$ cat src/rtl/serial_comparator.sv
// Bit-serial unsigned magnitude comparator: walks operand pairs MSB-first,
// one bit per clock, and stops at the first differing bit.
module serial_comparator #(
    parameter int N = 8
) (
    input  logic         clk,
    input  logic         rst,
    input  logic         start,
    input  logic [N-1:0] a,
    input  logic [N-1:0] b,
    output logic         busy,
    output logic         done,
    output logic         lesser,
    output logic         equal,
    output logic         greater
);

    localparam int IW = (N > 1) ? $clog2(N) : 1;

    typedef enum logic [1:0] {
        IDLE,
        COMPARE,
        DONE
    } state_t;

    state_t         state;
    logic [N-1:0]   sh_a;
    logic [N-1:0]   sh_b;
    logic [IW-1:0]  idx;
    logic           a_bit;
    logic           b_bit;

    // Operands shift left each step, so the bit under test is always the MSB.
    assign a_bit = sh_a[N-1];
    assign b_bit = sh_b[N-1];

    always_ff @(posedge clk) begin
        if (rst) begin
            state   <= IDLE;
            busy    <= 1'b0;
            done    <= 1'b0;
            lesser  <= 1'b0;
            equal   <= 1'b0;
            greater <= 1'b0;
            // NOTE: sh_a, sh_b and idx are left out of reset on purpose; they are
            // always loaded on the accept edge before they are ever read.
        end else begin
            case (state)
                IDLE: begin
                    if (start) begin
                        sh_a    <= a;
                        sh_b    <= b;
                        idx     <= IW'(N - 1);
                        lesser  <= 1'b0;
                        equal   <= 1'b0;
                        greater <= 1'b0;
                        busy    <= 1'b1;
                        state   <= COMPARE;
                    end
                end

                COMPARE: begin
                    if (a_bit != b_bit) begin
                        greater <= a_bit;
                        lesser  <= ~a_bit;
                        equal   <= 1'b0;
                        done    <= 1'b1;
                        busy    <= 1'b0;
                        state   <= DONE;
                    end else if (idx == '0) begin
                        equal   <= 1'b1;
                        done    <= 1'b1;
                        busy    <= 1'b0;
                        state   <= DONE;
                    end else begin
                        idx     <= idx - 1'b1;
                        sh_a    <= sh_a << 1;
                        sh_b    <= sh_b << 1;
                    end
                end

                DONE: begin
                    // Result flags stay put here and in IDLE until the next accept.
                    done  <= 1'b0;
                    state <= IDLE;
                end

                default: begin
                    state <= IDLE;
                    busy  <= 1'b0;
                    done  <= 1'b0;
                end
            endcase
        end
    end

endmodule

$ cat config.mk
export PLATFORM = sky130hd
export DESIGN_NAME = serial_comparator
export DESIGN_NICKNAME = d
export VERILOG_FILES = /design/src/rtl/serial_comparator.sv
export SDC_FILE = /design/constraint.sdc
export NUM_CORES = 1
export LEC_CHECK = 0
export ABC_AREA = 1
export CAP_MARGIN = 20
export CORE_MARGIN = 8
export CORE_UTILIZATION = 50
export CTS_BUF_LIST = sky130_fd_sc_hd__clkbuf_4
export DETAILED_ROUTE_END_ITERATION = 10
export GPL_TIMING_DRIVEN = 0
export PLACE_DENSITY = 0.78
export SYNTH_ARGS = -nofsm -noshare
export SYNTH_HDL_FRONTEND = slang
export SYNTH_SLANG_ARGS = --single-unit
$ cat constraint.sdc
create_clock -name clk -period 3.8 [get_ports clk]
set_input_delay 1.14 -clock clk [delete_from_list [all_inputs] [get_ports clk]]
set_output_delay 1.14 -clock clk [all_outputs]
set_load 0.005 [all_outputs]
==> summary.md <==
| Metric | Value |
|---|---|
| Maximum number of pins on one net before global-route repair | `20` |
| Final count of hold timing violations | `0` |
| Synth top area cells | `edfxtp_1 49%, nand2_1 18%, dfxtp_1 12%` |
| Slew @ Worst Pin | `0.9454 ns` |
| Critical path class | `in -> reg` |
| Antenna diodes | `0` |
| Via/cell ratio | `4.768` |
| Comb pwr share | `0.182` |
| Nets | `171` |
| Overall Global Routing Usage | `0.1140` |
| Proportion of layout cells with a drive suffix above 1 | `0.1007` |
| Syn Area/Cell | `9.558 sq um` |
| TritonCTS buffer count | `3` |
| # fillers | `195` |
| Crit share post-route | `0.6830` |
| Synth-to-layout area growth | `25.21%` |
| Detailed-route via count | `844` |
| Clock Tree Root | `clkbuf_4` |
| Initial antenna violation count | `0` |
| Top cells by count, synth | `56 x nand2_1, 19 x edfxtp_1, 10 x inv_1` |
| Yosys reg bits | `26` |
| DR iter-0 viols | `23` |
| Worst setup EP type | `flip-flop` |
| Tmin final | `2.595 ns` |
| Switching part of the total | `0.2604` |
| Final Util | `0.6601` |
| DP HPWL | `1644 um` |
| Post-Route WL | `2218 um` |
| Ys async rst share | `0` |
| Cells after synthesis | `122` |
| Dpl ws | `0.8430 ns` |
| DP Area | `1434 sq um` |
| Grt ovf | `0` |
| Power Density | `389.0 nW/um^2` |
| Critical Path AT | `2.55 ns` |
| Worst hold path type | `reg -> reg` |
| TritonCTS clock tree | `yes` |
| Clk slew on worst S/H paths | `0.13 ns` |
| Post-synth EDFFs | `19` |
| Setup slack after layout | `1.205 ns` |
| Psw | `147.9 uW` |
| Fmax achieved | `385.3 MHz` |
| Max-slew violation count | `0` |
| Clk_lat worst skew | `0.33 ns` |
| Die height | `64.30 um` |
| Final setup skew | `0.01281 ns` |
| Setup bufs post-CTS | `0` |
| Cell taking the most area after synthesis | `edfxtp_1` |
| Sequential power share | `0.605` |
| # DRC | `0` |
| Detailed Routing Iterations Pass 1 | `4` |
| Die outline area | `4134 sq um` |
| Relative slew slack | `0.3691` |
| Post-cts sizing count | `0` |
| GPL Wtd Cong | `0.7495` |
| Cts hold-fix bufs | `0` |
| H-tree levels | `1` |
| Clk buf depth | `2` |
| Status | `completed` |
| Most used DFF post-synth | `edfxtp_1` |
| Worst vdd ir | `0.2392 mV` |
| Worst Path Max Fanout | `19` |
| Clk network pwr share | `0.213` |
| RSZ-0062 raised after global routing | `no` |
| Sequential fraction of the synthesis area | `0.6094` |
| Finished Cell Area | `1460 sq um` |
| Final setup fails | `0` |
| Crit start category | `primary input` |
| Synthesized Nets | `143` |
| Most common cell in the netlist | `nand2_1` |
| Top-level port count | `24` |
| Vias in the first global route | `851` |
| Sink Count | `26` |
| Worst path required time | `3.76 ns` |
| Starting density of the core | `0.5271` |
| Remaining antenna violation count after routing | `0` |
| Internal power | `420.1 uW` |
| CORE AREA | `2212 sq um` |
| First-pass GRT wire length | `3746 um` |
| Post-DR wirelength/cell | `12.53 um` |
| Die X | `64.30 um` |
| Max-Cap Viols | `0` |
| Synth top area share | `0.4893` |
| Mapped Area | `1166 sq um` |
| Synthesis warning total | `0` |
| Port Buffers | `23` |
| Post-synth cell types | `18` |
| P_leak | `0.6226 nW` |
| Core Rows | `17` |
| Total Negative Setup Slacks | `0 ns` |
-- per-stage QoR --
stage                     instances  total power [mW]  hold slack (ns)
after global placement          173            0.4486           0.4350
after floorplan                 122            0.4092           0.4421
after global routing            177            0.5975           0.4846
after CTS                       177            0.5719           0.4568
final                           177            0.5680           0.4526
after detailed placement        173            0.4542           0.4374
-- layout make-up --
cell class	count	area, sq um	area share
flip-flops and latches	26	710.7	0.4867
multi-input cells	81	386.6	0.2648
repair buffers	23	230.2	0.1577
inverters	12	45.04	0.03085
well taps	28	35.03	0.02399
plain buffers	3	26.28	0.01799
clock buffers	3	22.52	0.01542
clock inverters	1	3.754	0.002571
-- worst max-delay path, stage by stage --
cell	delay [ns]
clkdlybuf4s50_1	0.45
inv_1	0.15
nand2_2	0.09
nor2_2	0.72
-- power by group through the flow --
stage	combinational [mW]	clock (mW)	sequential (mW)
finish	0.103	0.121	0.344
global route	0.117	0.135	0.346
CTS	0.104	0.124	0.344
detailed placement	0.104	0	0.350
global placement	0.0994	0	0.349
floorplan	0.0608	0	0.348
-- worst paths after layout --
| kind | from | end | slack (ns) | cells past startpoint |
|---|---|---|---|---|
| worst max-delay path | rst | sh_b[0]$_SDFFCE_PP0P_ | 1.20 | 4 |
| worst min-delay path | done$_SDFFE_PP0P_ | done$_SDFFE_PP0P_ | 0.45 | 2 |
| worst max register to register | idx[0]$_SDFFCE_PN1P_ | sh_b[0]$_SDFFCE_PP0P_ | 1.70 | 7 |
| worst min register to register | done$_SDFFE_PP0P_ | done$_SDFFE_PP0P_ | 0.45 | 2 |
-- routing by layer --
layer,vias to the layer above,routed length (um),track usage,part of all wire
met5,-,0,0,0
li1,437,-,-,-
met4,0,11,0.04087,0.0050
met2,20,1056,0.1975,0.48
met3,2,108,0.03484,0.049
met1,385,1042,0.1288,0.47
-- state kept, by name, summed over array words and instances (netlist names) --
signal	cells
sh_a	8
sh_b	8
idx	3
state	2
busy	1
done	1
equal	1
greater	1
lesser	1
-- cell usage in the layout, fill, tap and decap left out, types with 2 or more instances in the layout --
master,netlist,layout
buf_4,2,2
nand2_2,3,3
nand3_1,2,2
inv_2,2,2
nand2_1,56,56
nor2_1,7,6
ha_1,2,2
a21oi_1,5,5
dfxtp_1,7,7
inv_1,10,10
clkbuf_4,0,3
clkdlybuf4s50_1,0,23
edfxtp_1,19,19
-- kinds of logic (layout without fill, tap and decap cells) --
| kind of cell | count (synthesis) | after routing | share of synthesized area |
|---|---|---|---|
| and+or+nand+nor | 71 | 71 | 0.2682 |
| DFF | 26 | 26 | 0.6094 |
| buffers and inverters | 15 | 42 | 0.06116 |
| AOI/OAI and AO/OA | 7 | 7 | 0.03218 |
| adders and majority gates | 2 | 2 | 0.02146 |
| xor gates and xnor gates | 1 | 1 | 0.007512 |
Power figures use the tool's default switching activity.
